## config.mk

```make
export PLATFORM = sky130hd
export DESIGN_NAME = fifo_wr_arbiter
export DESIGN_NICKNAME = d
export VERILOG_FILES = /design/src/rtl/fifo_wr_arbiter.sv
export SDC_FILE = /design/constraint.sdc
export NUM_CORES = 1
export LEC_CHECK = 0
export BUFFER_PORTS_ARGS = -buffer_cell sky130_fd_sc_hd__buf_2
export CAP_MARGIN = 20
export CORE_MARGIN = 2
export CORE_UTILIZATION = 49
export CTS_BUF_LIST = sky130_fd_sc_hd__clkbuf_4
export CTS_CLUSTER_SIZE = 8
export DETAILED_ROUTE_END_ITERATION = 10
export PLACE_DENSITY = 0.82
export SLEW_MARGIN = 20
export SYNTH_ARGS = -nofsm -noshare
export SYNTH_HDL_FRONTEND = slang
export SYNTH_SLANG_ARGS = --single-unit
```

## constraint.sdc

```tcl
create_clock -name clk -period 2.6 [get_ports clk]
set_input_delay 0.39 -clock clk [delete_from_list [all_inputs] [get_ports clk]]
set_output_delay 0.39 -clock clk [all_outputs]
set_load 0.05 [all_outputs]
```

## src/rtl/fifo_wr_arbiter.sv

```systemverilog
// Round-robin write arbiter in front of a single FIFO write port.
// An owner is picked in IDLE and then keeps the port for up to BURST_MAX transfers.
module fifo_wr_arbiter #(
   parameter int NUM_REQ    = 4,
   parameter int DATA_WIDTH = 8,
   parameter int BURST_MAX  = 4,
   localparam int ID_W      = $clog2(NUM_REQ)
) (
   input  logic                          clk,
   input  logic                          rst,
   input  logic [NUM_REQ-1:0]            req_valid,
   input  logic [NUM_REQ*DATA_WIDTH-1:0] req_data,
   output logic [NUM_REQ-1:0]            req_ready,
   input  logic                          fifo_full,
   output logic                          fifo_wr_en,
   output logic [DATA_WIDTH-1:0]         fifo_din,
   output logic                          grant_valid,
   output logic [ID_W-1:0]               grant_id,
   output logic [15:0]                   stall_cnt
);

   typedef enum logic {IDLE = 1'b0, OWN = 1'b1} state_t;

   localparam logic [3:0] BURST_LAST = 4'(BURST_MAX - 1);

   state_t          state_q;
   logic [ID_W-1:0] grant_id_q;
   logic [ID_W-1:0] rr_ptr_q;
   logic [ID_W-1:0] rr_ptr_d;
   logic [3:0]      burst_cnt_q;
   logic [15:0]     stall_cnt_q;
   logic [15:0]     stall_cnt_d;
   logic [ID_W-1:0] pick_id;
   logic            pick_found;
   logic            owner_valid;
   logic            xfer;

   // First valid requester at or after rr_ptr, wrapping modulo NUM_REQ.
   always_comb begin
      pick_id    = rr_ptr_q;
      pick_found = 1'b0;
      for (int k = 0; k < NUM_REQ; k++) begin
         if (!pick_found && req_valid[(int'(rr_ptr_q) + k) % NUM_REQ]) begin
            pick_id    = ID_W'((int'(rr_ptr_q) + k) % NUM_REQ);
            pick_found = 1'b1;
         end else begin
            pick_found = pick_found;
         end
      end
   end

   assign owner_valid = req_valid[grant_id_q];
   assign xfer        = (state_q == OWN) && owner_valid && !fifo_full;
   assign rr_ptr_d    = (grant_id_q == ID_W'(NUM_REQ - 1)) ? ID_W'(0) : grant_id_q + ID_W'(1);
   assign stall_cnt_d = (stall_cnt_q == 16'hFFFF) ? stall_cnt_q : stall_cnt_q + 16'd1;

   // Write port outputs follow the owner combinationally; state reset clears them at once.
   always_comb begin
      req_ready = '0;
      if (xfer) begin
         req_ready[grant_id_q] = 1'b1;
      end else begin
         req_ready = '0;
      end
      if (state_q == OWN) begin
         fifo_din = req_data[int'(grant_id_q)*DATA_WIDTH +: DATA_WIDTH];
      end else begin
         fifo_din = '0;
      end
   end

   assign fifo_wr_en  = xfer;
   assign grant_valid = (state_q == OWN);
   assign grant_id    = grant_id_q;
   assign stall_cnt   = stall_cnt_q;

   // Grant FSM with burst and backpressure bookkeeping.
   always_ff @(posedge clk or posedge rst) begin
      if (rst) begin
         state_q     <= IDLE;
         grant_id_q  <= '0;
         rr_ptr_q    <= '0;
         burst_cnt_q <= 4'd0;
         stall_cnt_q <= 16'd0;
      end else begin
         case (state_q)
            IDLE: begin
               if (pick_found) begin
                  grant_id_q  <= pick_id;
                  burst_cnt_q <= 4'd0;
                  state_q     <= OWN;
               end
            end
            OWN: begin
               if (!owner_valid) begin
                  state_q  <= IDLE;
                  rr_ptr_q <= rr_ptr_d;
               end else if (fifo_full) begin
                  stall_cnt_q <= stall_cnt_d;
               end else begin
                  burst_cnt_q <= burst_cnt_q + 4'd1;
                  if (burst_cnt_q == BURST_LAST) begin
                     state_q  <= IDLE;
                     rr_ptr_q <= rr_ptr_d;
                  end
               end
            end
            default: state_q <= IDLE;
         endcase
      end
   end

endmodule

```

==> Word level (Yosys, flattened, before mapping) <==
Index checks and enable logic that the tools add are counted.
{ "totals": {"out_inout_bits": 32, "ff_bits": 25, "wordCells": 85, "in_bits": 39} }
{ "classes": {"n_mux": 37, "n_reduce_logical": 17, "shift": 1, "bitwise": 5, "n_eq_ne": 8, "order_cmp": 6, "n_addsub": 6} }
{ "ops": {"columns": ["cell", "count"], "rows": [
  ["$shiftx 32x6->8", 1],
  ["$mux 1", 17],
  ["$add 16x1->16 const B", 1],
  ["$eq 16x16->1 const B", 1],
  ["$mux 4", 4],
  ["$mux 2", 7],
  ["$lt 3x4->1 const B", 3],
  ["$bmux 1 s2", 5],
  ["$mux 8", 1],
  ["$pmux 4 s2", 1],
  ["$logic_and 1x1->1", 6],
  ["$lt 2x3->1 const B", 2],
  ["$ne 2x2->1 const B", 3],
  ["$reduce_and 3->1", 2],
  ["$reduce_or 2->1", 3],
  ["$add 2x1->2 const B", 2],
  ["$add 2x2->2 const B", 2],
  ["$add 4x1->4 const B", 1],
  ["$eq 4x2->1 const B", 1],
  ["$logic_not 1->1", 4],
  ["$ne 2x1->1 const B", 2],
  ["$reduce_and 4->1", 1],
  ["$and 1x1->1 const A", 3],
  ["$demux 1 s2", 1],
  ["other kinds (5)", 6]
]} }

==> Longest topological paths before layout <==
{ "depth": {"ltp_word": 16, "mapped_depth": 6, "ltp_nobuf": 5} }

==> Least setup slack after synthesis <==
OpenSTA, ideal clock, no wires.
{ "synth_timing": {"kind": "reg2out", "start": "register grant_id_q[0], in the netlist grant_id[0]", "end": "output port fifo_din[0]", "arrival_ns": 1.888, "path_buffers": 1, "path_slack_ns": 0.322, "required_ns": 2.210, "stages_incl_launch_ff": 4, "path_cell_list": "dfrtp_1 -> buf_2 -> mux4_2 -> and2_1"} }
{ "synth_via": {"elab_chain_len": 2} }
{ "synth_lines": {"columns": ["element", "line_no", "rtl"], "rows": [
  ["start, declared", "27", "logic [ID_W-1:0] grant_id_q;"],
  ["start signal, assigned", "89", "grant_id_q <= pick_id;"],
  ["$shiftx 32x6->8", "66", "fifo_din = req_data[int'(grant_id_q)*DATA_WIDTH +: DATA_WIDTH];"],
  ["$mux 8", "65", "if (state_q == OWN) begin"],
  ["end, declared", "16", "output logic [DATA_WIDTH-1:0] fifo_din,"]
]} }
No other way between the ends.

==> Worst setup path after layout <==
{ "layout_timing": {"start": "register grant_id_q[0], in the netlist grant_id[0]", "end": "output port fifo_din[6]"} }
The elaborated chain is that of the path after synthesis.

==> results by group <==
Floorplanning
  • Starting Density: 50.7%
  • Core area: 3310 µm²
  • Die Y: 62.5 µm
  • Die width: 62.5 µm
  • Die ar.: 3910 µm²
  • IO Pins: 71
  • Row cnt: 21

Pwr
  • Pwr dens: 1030 nW/µm²
  • Psw: 1.18 mW
  • Sw Share: 54.1%
  • Internal power: 0.997 mW
  • Comb pwr share: 63.6%
  • Share of power burned in registers: 28.6%
  • Maximum VDD drop: 976 µV
  • Leakage: 1.08 nW
  • Clock power frac: 7.8%

STA
  • WHS: 271 ps
  • Final min period: 2260 ps
  • Final Hold Vio Count: 0
  • Setup Total Neg Slack: 0 ps
  • Final slew viol count: 0
  • Clk_skew: 3.66 ps
  • Max transition margin: 37.4%
  • Final setup vio count: 0
  • Slew @ Worst Pin: 939 ps
  • RSZ-0062 raised after global routing: false
  • Final period utilization: 86.8%
  • Fmax: 443 MHz

Clocking
  • Clk sinks: 25
  • CTS max path bufs: 2
  • H-tree levels: 1
  • Clk_lat worst skew: 300 ps
  • CTS clk-pin slew, worst paths: 130 ps
  • Post-cts repair resize count: 0
  • TritonCTS clock tree: built
  • Post-CTS Setup Inserts: 0
  • CTS Buf Count: 3
  • Root buf cell: clkbuf_4
  • Hold_buf cts: 0

Setup path
  • Setup crit start kind: flip-flop
  • Worst setup EP type: output pin
  • Critical path cell sequence: buf_4 -> mux4_2 -> and2_1 -> buf_2
  • Crit-path max cell delay: 530 ps
  • CP Class: flip-flop to output pin
  • Flop-to-flop setup slack: 620 ps
  • CP bufs+invs: 2
  • Family with the most delay on the worst path: multiplexers
  • CP Data Required Time: 2210 ps
  • Crit path max fanout: 13
  • Critical Path AT: 1870 ps
  • Critical path's slowest cell: mux4_2

Placed design
  • Placement Cell Area: 2080 µm²
  • Number of port buffers: 70
  • Gpl congestion: 0.805
  • Cell count after placement: 271
  • Hpwl dp: 3060 µm

Final layout
  • Final Instance Count excl. Fillers: 275
  • Most common cell after layout, fill and taps aside: buf_2
  • Fin area: 2110 µm²
  • Fillers: 291
  • Layout cells sized above 1: 42.8%
  • Fin util: 63.7%
  • Inserted Diodes: 0
  • Syn-to-layout area delta: 25.6%
  • Most frequent cells in the layout: 70 x buf_2, 25 x dfrtp_1, 15 x xor2_1
  • Nets: 275

Synthesis
  • Synth Net Count: 203
  • Synthesized instance count: 158
  • Post-synthesis area per instance: 10.6 µm²
  • Post-synthesis sequential area ratio: 37.3%
  • Synthesized flop and latch total: 25
  • Yosys Warn Count: 0
  • Distinct cells, synth: 37
  • Synthesized area: 1680 µm²

Status
  • Status: completed

Drt
  • Routed len/inst: 14.1 µm
  • Antenna-violating nets left: 0
  • Vias per cell: 5.51
  • Vias: 1,515
  • Drt first pass iters: 4
  • Initial DRC Count: 41
  • Post-Route WL: 3880 µm
  • DR DRC count: 0

GRT
  • Vias in the first global route: 1,450
  • Initial antenna violation count: 0
  • Remaining Overflow, GRT: 0
  • Overall routing resource usage: 20.5%
  • First-pass GRT wire length: 6650 µm
  • Largest net degree at the start of global routing: 26

Hold path
  • Min-delay worst type: primary input to asynchronous set/reset pin

Flow run
  • Max-cap violations: 0
power by group through the flow:
stage	Combinational [mW]	Sequential, mW	Clock, mW
after detailed placement	1.39	0.628	0
final	1.38	0.622	0.169
after CTS	1.39	0.620	0.175
after global routing	1.47	0.640	0.190
after global placement	1.37	0.626	0
after floorplan	0.848	0.856	0
through the flow:
step,power (mW),worst slack [ps]
2_1_floorplan,1.70,322
3_3_place_gp,1.99,649
3_5_place_dp,2.02,610
4_1_cts,2.19,319
5_1_grt,2.30,258
6_report,2.17,344
worst paths after layout:
path | startpoint | to | cells after the start
setup / recovery | grant_id[0] | fifo_din[6] | 4
hold / removal | rst | stall_cnt[0] | 2
setup reg to reg | burst_cnt_q[0] | rr_ptr_q[1] | 4
hold reg to reg | stall_cnt[14] | stall_cnt[14] | 1
max in group asynchronous | rst | burst_cnt_q[0] | 2
min in group clk | req_valid[1] | grant_id[0] | 3
final cells by class:
type | instances | area, µm² | share of cell area [%]
multi-input cells | 119 | 987 | 46.8
flip-flops and latches | 25 | 626 | 29.7
repair buffers | 75 | 388 | 18.4
well taps | 46 | 57.6 | 2.73
clock buffers | 3 | 22.5 | 1.07
inverters | 6 | 22.5 | 1.07
clock inverters | 1 | 5.00 | 0.237
sequential cells by signal, indices dropped and copies added, names as in the netlist:
signal / flops
burst_cnt_q: 4
grant_id: 2
grant_valid: 1
rr_ptr_q: 2
stall_cnt: 16
synthesized netlist by cell type:
| master | n | area share, % |
|---|---|---|
| nor4_1 | 4 | 1.5 |
| xnor2_1 | 2 | 1.0 |
| nor4b_2 | 1 | 0.89 |
| a31o_2 | 1 | 0.52 |
| and3_1 | 7 | 2.6 |
| nand4_1 | 7 | 2.6 |
| or4b_2 | 1 | 0.60 |
| o21ai_0 | 7 | 2.1 |
| buf_2 | 2 | 0.60 |
| nor3_1 | 5 | 1.5 |
| mux4_2 | 9 | 12 |
| buf_1 | 1 | 0.22 |
| inv_1 | 6 | 1.3 |
| o22ai_1 | 1 | 0.37 |
| nor3b_1 | 3 | 1.3 |
| or4_1 | 1 | 0.45 |
| nand2_1 | 9 | 2.0 |
| and2_1 | 9 | 3.4 |
| clkbuf_1 | 3 | 0.67 |
| nand3_4 | 1 | 1.0 |
| ha_1 | 6 | 4.5 |
| a21oi_1 | 2 | 0.60 |
| mux2i_1 | 1 | 0.60 |
| buf_6 | 1 | 0.67 |
| and4_1 | 1 | 0.52 |
| mux2_2 | 2 | 1.3 |
| dfrtp_1 | 25 | 37 |
| a21boi_0 | 1 | 0.45 |
| nand3_1 | 6 | 1.8 |
| a211o_1 | 1 | 0.52 |
| o221ai_1 | 1 | 0.52 |
| o2111ai_1 | 1 | 0.52 |
| buf_4 | 1 | 0.45 |
| nor2b_1 | 3 | 1.1 |
| nor4_2 | 4 | 3.0 |
| xor2_1 | 15 | 7.8 |
| nor2_1 | 7 | 1.6 |
logic make-up after synthesis:
group	share of synthesized area, %
flops	37.3
buf+inv	3.95
mux	14.0
xor+xnor	8.87
fa+ha+maj	4.47
simple gates	25.9
compound gates	5.59
layer usage:
layer	share of wire [%]	track usage, %	up-vias
li1	-	-	725
met1	44	26.1	727
met2	48	36.6	61
met3	7.0	4.14	2
met4	0.54	3.33	0
met5	0	0	-
No activity file was read; power rests on OpenSTA's default activity.
